File: src/rtl/rx_packet_sequencer.sv
// ============================================================================
//  Module      : rx_packet_sequencer
//  Description : Receive-side sync hunt, bit destuffing, LSB-first byte
//                assembly and packet framing with error reporting.
//  Revision    : 1.0 - initial release
// ============================================================================
`default_nettype none

module rx_packet_sequencer #(
    parameter logic [7:0] SYNC_BYTE = 8'h80,
    parameter int         MAX_BYTES = 25
) (
    input  logic       clk,
    input  logic       rst,
    input  logic       bit_strobe,
    input  logic       bit_in,
    input  logic       eop,
    output logic [7:0] rx_data,
    output logic       byte_valid,
    output logic [2:0] bit_count,
    output logic [4:0] byte_count,
    output logic       receiving,
    output logic       pkt_done,
    output logic       rx_error
);

    localparam logic [1:0] c_st_idle  = 2'd0;
    localparam logic [1:0] c_st_data  = 2'd1;
    localparam logic [1:0] c_st_stuff = 2'd2;
    localparam logic [1:0] c_st_error = 2'd3;

    localparam logic [4:0] c_max_bytes = 5'(MAX_BYTES);

    logic [1:0] r_state;
    // Bit 0 of the 8-bit shift register is never observed before it is
    // shifted out, so only bits 7:1 are held.
    logic [6:0] r_shift_hi;
    logic [2:0] r_ones;

    logic [7:0] w_shifted;
    logic [1:0] w_state_nxt;
    logic [6:0] w_shift_hi_nxt;
    logic [2:0] w_ones_nxt;
    logic [2:0] w_bit_cnt_nxt;
    logic [4:0] w_byte_cnt_nxt;
    logic [7:0] w_rx_data_nxt;
    logic       w_byte_valid_nxt;
    logic       w_pkt_done_nxt;
    logic       w_rx_error_nxt;
    logic       w_receiving_nxt;

    assign w_shifted = {bit_in, r_shift_hi};

    always_comb begin
        w_state_nxt      = r_state;
        w_shift_hi_nxt   = r_shift_hi;
        w_ones_nxt       = r_ones;
        w_bit_cnt_nxt    = bit_count;
        w_byte_cnt_nxt   = byte_count;
        w_rx_data_nxt    = rx_data;
        w_byte_valid_nxt = 1'b0;
        w_pkt_done_nxt   = 1'b0;
        w_rx_error_nxt   = rx_error;

        case (r_state)
            c_st_idle: begin
                if (bit_strobe) begin
                    w_shift_hi_nxt = w_shifted[7:1];
                    if (w_shifted == SYNC_BYTE) begin
                        w_state_nxt    = c_st_data;
                        w_bit_cnt_nxt  = 3'd0;
                        w_byte_cnt_nxt = 5'd0;
                        w_ones_nxt     = 3'd0;
                        w_rx_error_nxt = 1'b0;
                    end
                end
            end
            c_st_data: begin
                if (eop) begin
                    if ((bit_count == 3'd0) && (byte_count != 5'd0)) begin
                        w_pkt_done_nxt = 1'b1;
                        w_state_nxt    = c_st_idle;
                    end else begin
                        w_state_nxt    = c_st_error;
                        w_rx_error_nxt = 1'b1;
                    end
                end else if (bit_strobe) begin
                    w_shift_hi_nxt = w_shifted[7:1];
                    w_bit_cnt_nxt  = bit_count + 3'd1;
                    if (bit_in) begin
                        w_ones_nxt = r_ones + 3'd1;
                        if (r_ones == 3'd5) begin
                            w_state_nxt = c_st_stuff;
                        end
                    end else begin
                        w_ones_nxt = 3'd0;
                    end
                    // Overflow overrides a simultaneous entry into STUFF.
                    if (bit_count == 3'd7) begin
                        if (byte_count < c_max_bytes) begin
                            w_rx_data_nxt    = w_shifted;
                            w_byte_valid_nxt = 1'b1;
                            w_byte_cnt_nxt   = byte_count + 5'd1;
                        end else begin
                            w_state_nxt    = c_st_error;
                            w_rx_error_nxt = 1'b1;
                        end
                    end
                end
            end
            c_st_stuff: begin
                if (eop) begin
                    w_state_nxt    = c_st_error;
                    w_rx_error_nxt = 1'b1;
                end else if (bit_strobe) begin
                    if (!bit_in) begin
                        w_ones_nxt  = 3'd0;
                        w_state_nxt = c_st_data;
                    end else begin
                        w_shift_hi_nxt = w_shifted[7:1];
                        w_state_nxt    = c_st_error;
                        w_rx_error_nxt = 1'b1;
                    end
                end
            end
            default: begin
                if (eop) begin
                    w_state_nxt = c_st_idle;
                end else if (bit_strobe) begin
                    w_shift_hi_nxt = w_shifted[7:1];
                end
            end
        endcase

        w_receiving_nxt = (w_state_nxt == c_st_data) || (w_state_nxt == c_st_stuff);
    end

    always_ff @(posedge clk or posedge rst) begin
        if (rst) begin
            r_state    <= c_st_idle;
            r_shift_hi <= 7'd0;
            r_ones     <= 3'd0;
            rx_data    <= 8'h00;
            byte_valid <= 1'b0;
            bit_count  <= 3'd0;
            byte_count <= 5'd0;
            receiving  <= 1'b0;
            pkt_done   <= 1'b0;
            rx_error   <= 1'b0;
        end else begin
            r_state    <= w_state_nxt;
            r_shift_hi <= w_shift_hi_nxt;
            r_ones     <= w_ones_nxt;
            rx_data    <= w_rx_data_nxt;
            byte_valid <= w_byte_valid_nxt;
            bit_count  <= w_bit_cnt_nxt;
            byte_count <= w_byte_cnt_nxt;
            receiving  <= w_receiving_nxt;
            pkt_done   <= w_pkt_done_nxt;
            rx_error   <= w_rx_error_nxt;
        end
    end

endmodule

`default_nettype wire
File: config.mk
export PLATFORM = sky130hd
export DESIGN_NAME = rx_packet_sequencer
export DESIGN_NICKNAME = d
export VERILOG_FILES = /design/src/rtl/rx_packet_sequencer.sv
export SDC_FILE = /design/constraint.sdc
export NUM_CORES = 1
export LEC_CHECK = 0
export ABC_AREA = 0
export CORE_ASPECT_RATIO = 0.8
export CORE_MARGIN = 2
export CORE_UTILIZATION = 58
export CTS_CLUSTER_SIZE = 20
export DETAILED_ROUTE_END_ITERATION = 10
export GPL_TIMING_DRIVEN = 0
export PLACE_DENSITY = 0.89
export SLEW_MARGIN = 5
export SYNTH_ARGS = -nofsm -noshare
export SYNTH_HDL_FRONTEND = slang
export SYNTH_SLANG_ARGS = --single-unit
File: constraint.sdc
create_clock -name clk -period 5.06 [get_ports clk]
set_input_delay 1.012 -clock clk [delete_from_list [all_inputs] [get_ports clk]]
set_output_delay 1.012 -clock clk [all_outputs]
set_load 0.1 [all_outputs]
After elaboration in Yosys (flattened, before gate mapping) --
Cells that the tools add are included.
Storage, ports and cells: register bits after elaboration 32, latch bits 0, RAM bits 0, memory bits (read-only) 0, bits of input ports 5, output and inout port bits 20, logic and storage cells 110, memories 0
Cells by class: add/sub/neg operators 3, multipliers 0, div/mod/pow operators 0, $lt $le $gt $ge 1, eq/ne operators 24, shift operators 0, multiplexer cells 58, bitwise gates (word level) 1, reductions and logical operators 13
Operators with widths (number):
- 7-bit two-way mux | 5
- 3-bit two-way mux | 10
- 5-bit two-way mux | 6
- 2-bit two-way mux | 13
- 2-bit inequality test, second input constant | 10
- 1-bit two-way mux | 18
- 3-bit inequality test, second input constant | 6
- 7-bit case mux with 2 select lines | 1
- 5-bit case mux with 2 select lines | 1
- 5-bit AND reduction | 2
- 3-bit case mux with 3 select lines | 1
- 9-bit AND reduction | 1
- 8-bit equality test, second input constant | 1
- 8-bit AND reduction | 1
- 7-bit AND reduction | 1
- 3-bit by 1-bit adder with 3-bit output, second input constant | 2
- 3-bit equality test, second input constant | 2
- 2-bit case mux with 3 select lines | 1
- 3-bit case mux with 2 select lines | 1
- 5-bit by 1-bit adder with 5-bit output, second input constant | 1
- 5-bit < comparator, second input constant | 1
- 5-bit nonzero test | 1
- 2-bit by 1-bit equality test with 1-bit output, second input constant | 2
- 2-bit equality test, second input constant | 2
- 10 further kinds | 10

Longest topological paths before layout --
word-level depth 10, mapped depth 7, depth with buffers taken out 7

Worst setup path after synthesis --
OpenSTA, ideal clock, no wires.
path kind register -> register, from register byte_count[0], to register receiving, setup time 0.132 ns, arrival time 2.376 ns, data required time 4.928 ns, setup slack 2.552 ns, cell stages (with the launch flop) 8, buffers on the path 0, period minus slack after synthesis 2.508 ns, cell sequence dfrtp_1 inv_1 ha_1 nor4b_1 o31ai_1 a21oi_1 o41a_1 xor2_1
On the way: cells in the longest elaborated chain, start to end 8, elaborated cells between the ends (all ways) 12, those cells by class 1 x order compare; 2 x eq/ne; 6 x mux; 3 x reduce/logical
RTL lines:
- start: declaration | line 21 | output logic [4:0] byte_count,
- start signal: assignment | line 157 | byte_count <= w_byte_cnt_nxt;
- 5-bit < comparator | line 100 | if (byte_count < c_max_bytes) begin
- 2-bit two-way mux | line 100
- 2-bit two-way mux | line 99 | if (bit_count == 3'd7) begin
- 2-bit two-way mux | line 87 | end else if (bit_strobe) begin
- 2-bit two-way mux (*) | line 79 | if (eop) begin
- 2-bit case mux with 3 select lines (*) | line 65 | case (r_state)
- via w_state_nxt[0] | line 41 | logic [1:0] w_state_nxt;
- 2-bit by 1-bit equality test with 1-bit output or 2-bit equality test (tied branches) | line 135 | w_receiving_nxt = (w_state_nxt == c_st_data) || (w_state_nxt == c_st_stuff);
- 1-bit logical OR (*) | line 135
- via w_receiving_nxt | line 50 | logic w_receiving_nxt;
- end signal: assignment | line 158 | receiving <= w_receiving_nxt;
- end: declaration | line 22 | output logic receiving,
Mark *: on every way through the listed nets, which the timed path passes. The rest lies on a longest branch. A chain may end at the register's enable or synchronous reset.

Worst setup path after layout --
from register byte_count[2], to output byte_count[2]
No word-level cell between the ends.

==> results.md <==
Layout:
- After the last flow step, the layout net total stands at 215.
- The cell area after layout is 2143 µm².
- The number of antenna diodes in the final layout is 0.
- The multi-input combinational cells in the finished layout cover a total of 873.3 µm².
- The sequential cell area is 800.8 µm².
- The share of layout cells above drive strength 1 is 13.00%.
- Relative to the synthesized area, the layout overhead comes to 22.18%.
- The filler cell count in the final layout is 189.
- Cells fill 75.76% of the core in the end.
- After the flow finishes, the layout carries non-filler instances totaling 238.

Floorplanning:
- In this run the standard cell core region covers 2829 µm².
- The row count is 17.
- The I/O pin count is 25.
- The effective utilization at floorplan is 62.01%.
- The die is 65.49 µm wide.
- The die covers 3483 µm².
- From bottom edge to top edge, the die measures 53.19 µm.

Clock tree:
- No sink is reached through more buffers than the 2 on the longest clock path.
- The setup fix buffers added after clock tree synthesis is 0.
- The number of buffers added to fix hold violations after cts is 0.
- The number of levels in the clock H-tree is 2.
- The clock transition at the registers of the reported paths is 0.07 ns.
- The root buffer cell chosen for the clock tree is sky130_fd_sc_hd__clkbuf_8.
- The number of clock buffers inserted by TritonCTS is 5.
- The number of sinks handled by clock tree synthesis is 32.
- The number of cells upsized or downsized after cts is 0.
- The insertion delay to the later sink of the worst-skew pair is 0.30 ns.
- TritonCTS built the clock tree.

Setup path:
- The data arrival time of the critical path is 1.97 ns.
- The type of element launching the critical path is a flip-flop.
- Among cell families on the critical path, the largest total delay comes from buffers and inverters.
- For this design, the slowest cell found on the critical path is sky130_fd_sc_hd__clkdlybuf4s50_1.
- The critical path is of the reg2out type.
- The signal on the critical path passes through clkdlybuf4s50_1.
- Of all nets on the critical path, the largest fanout is 8.
- The required time at the endpoint of the critical path is 4.05 ns.
- Counting both buffers and inverters, the worst setup path holds a total of 1.
- The worst setup path is captured at an output pin.
- The largest stage delay on the critical path is 1.19 ns.

STA:
- The setup TNS is 0 ns.
- Setup violations remaining at the end of the flow were counted as 0.
- The number of pins with negative max-slew slack in the final report is 0.
- The routed design could run at a clock period as short as 2.980 ns.
- The final hold violation count is 0.
- Setup repair after global routing left no endpoint under its margin.
- Timing would allow up to 335.6 MHz.
- The headroom to the max-slew limit is 25.14%.
- The largest clock skew in the final design is 0.01165 ns.
- The final clock period utilization by the worst path is 58.89%.
- At the pin with the least slew margin, the transition time is 1.116 ns.

Detailed routing:
- Dividing the detail-routed wire length by the instance count gives 17.08 µm.
- In the routed design, unresolved DRC markers number 0.
- The total via count after detailed routing is 1492.
- The detail route stage leaves a number of antenna-violating nets equal to 0.
- The total wirelength of the detailed-routed design is 4.066 mm.
- Dividing the detail-routed via count by the number of cells gives 6.269.
- The number of detailed-route iterations in the first pass is 5.
- The initial DRC count is 116.

Yosys:
- The number of distinct library cells after synthesis is 41.
- In the synthesized netlist the async set-or-reset flop fraction comes to 100.0%.
- The synthesized flop and latch total is 32.
- The sequential share of the synthesized area is 45.65%.
- Summing every instance area after synthesis gives 1754 µm².
- Ranked by instance count, the synthesized netlist is headed by 32 x sky130_fd_sc_hd__dfrtp_1, 16 x sky130_fd_sc_hd__inv_1.
- After synthesis, the cell types taking the most area are sky130_fd_sc_hd__dfrtp_1 46%, sky130_fd_sc_hd__ha_1 7.8%, sky130_fd_sc_hd__mux2_2 7.1%.
- In this run, synthesis inferred 0 flip-flops with an integrated enable.
- The fraction of post-synthesis cell area in the top cell type by area is 45.65%.
- The largest total area in the synthesized netlist belongs to sky130_fd_sc_hd__dfrtp_1.
- Each instance of the synthesized netlist takes up on average 10.38 µm².
- The synthesized netlist cell count is 169.
- The net count of the mapped netlist is 185.
- Among all cell types in the netlist, the one instantiated most often is sky130_fd_sc_hd__dfrtp_1.
- The dominant register cell in the synthesized netlist is sky130_fd_sc_hd__dfrtp_1.
- The warning count from the yosys run is 0.

Place:
- The placed instances occupy a cell area of 2032 µm².
- The detailed-placement wirelength estimate is 2.798 mm.
- Port buffering added 23 buffers.
- Routability-driven placement finished with a final weighted congestion of 0.8564.
- After detailed placement, the design holds a cell count of 230.

Power:
- The worst voltage drop across the vdd grid is 0.5458 mV.
- Summed over all cells, the static leakage comes to 0.9760 nW.
- In this run the power density over the cells is 547.9 nW/µm².
- Overall power consumption after layout is estimated at 1.174 mW.

Global routing:
- The via count of the first global-routing pass is 1483.
- For this run the aggregate overflow at the end of global routing stands at 0.
- The wire length of the first global-routing pass is 7.100 mm.
- The number of antenna violations at the first check in global routing is 0.
- The overall track demand over capacity in global routing is 28.02%.
- The pin count of the biggest net entering global routing is 33.

Run:
- The number of violations of the max-capacitance limit is 0.

Run status:
- The flow ran to the end, and the final reports show no timing, DRC or antenna violations.

Worst hold path:
- The path class of the tightest hold or removal check is reg2reg.
[area by class of cell]
type | instances | share of cell area, %
multi-input cells | 116 | 40.75
flip-flops and latches | 32 | 37.36
repair buffers | 23 | 10.74
clock buffers | 5 | 3.211
inverters | 16 | 2.802
well taps | 38 | 2.218
clock inverters | 3 | 1.985
plain buffers | 5 | 0.9340
[metal layers]
layer,vias to the layer above,track usage (%),wire length [µm]
li1,663,-,-
met4,0,15.63,180
met3,30,7.447,338
met1,695,34.57,1603
met2,104,45.07,1943
met5,-,0,0
[where the power goes]
part,switching [mW],leakage [nW],internal [mW]
Combinational,0.379,0.497,0.176
Sequential,0.0595,0.425,0.315
Clock,0.0993,0.0541,0.146
Total,0.538,0.976,0.637
[placed cells by master (no fill, tap or decap), types with 3 or more instances in the layout]
cell type / n
sky130_fd_sc_hd__o21ai_1: 5
sky130_fd_sc_hd__o21ai_0: 7
sky130_fd_sc_hd__clkbuf_8: 5
sky130_fd_sc_hd__a22o_1: 8
sky130_fd_sc_hd__dfrtp_1: 32
sky130_fd_sc_hd__clkdlybuf4s50_1: 23
sky130_fd_sc_hd__nand2_1: 11
sky130_fd_sc_hd__mux2_2: 11
sky130_fd_sc_hd__a21oi_1: 7
sky130_fd_sc_hd__or3_1: 3
sky130_fd_sc_hd__nor2_1: 11
sky130_fd_sc_hd__inv_1: 15
sky130_fd_sc_hd__nand2b_1: 3
sky130_fd_sc_hd__nand3_1: 6
sky130_fd_sc_hd__clkbuf_1: 4
sky130_fd_sc_hd__ha_1: 11
[path summary, 6_finish.rpt]
kind                                from             to  slack, ns  depth (start not counted)
min in group asynchronous            rst     byte_valid       1.17                          2
max in group asynchronous            rst      receiving       3.38                          2
setup reg to reg           r_shift_hi[1]      r_ones[2]       2.87                          5
setup / recovery           byte_count[2]  byte_count[2]       2.08                          1
hold / removal                rx_data[6]     rx_data[6]       0.49                          2
hold reg to reg               rx_data[6]     rx_data[6]       0.49                          2
[state kept, by name, summed over array words and instances, names as in the netlist]
name,count
byte_count,5
r_ones,3
rx_error,1
pkt_done,1
bit_count,3
r_state,2
receiving,1
rx_data,8
r_shift_hi,7
byte_valid,1
[per-stage QoR]
stage	hold WS, ns	worst slack [ns]
6_report	0.4895	2.080
5_1_grt	0.5150	2.022
4_1_cts	0.4949	2.094
3_5_place_dp	0.4762	2.049
3_3_place_gp	0.4667	2.124
2_1_floorplan	0.4747	2.552
[cell families (layout without fill, tap and decap cells)]
| kind of cell | after synthesis | in the layout | synth area share, % |
|---|---|---|---|
| compound gates | 46 | 46 | 20.11 |
| xor+xnor | 2 | 2 | 0.9988 |
| fa+ha+maj | 11 | 11 | 7.846 |
| buf+inv | 21 | 52 | 4.565 |
| flops | 32 | 32 | 45.65 |
| mux | 12 | 12 | 7.703 |
| simple gates | 45 | 45 | 13.12 |
Power figures use the tool's default switching activity.
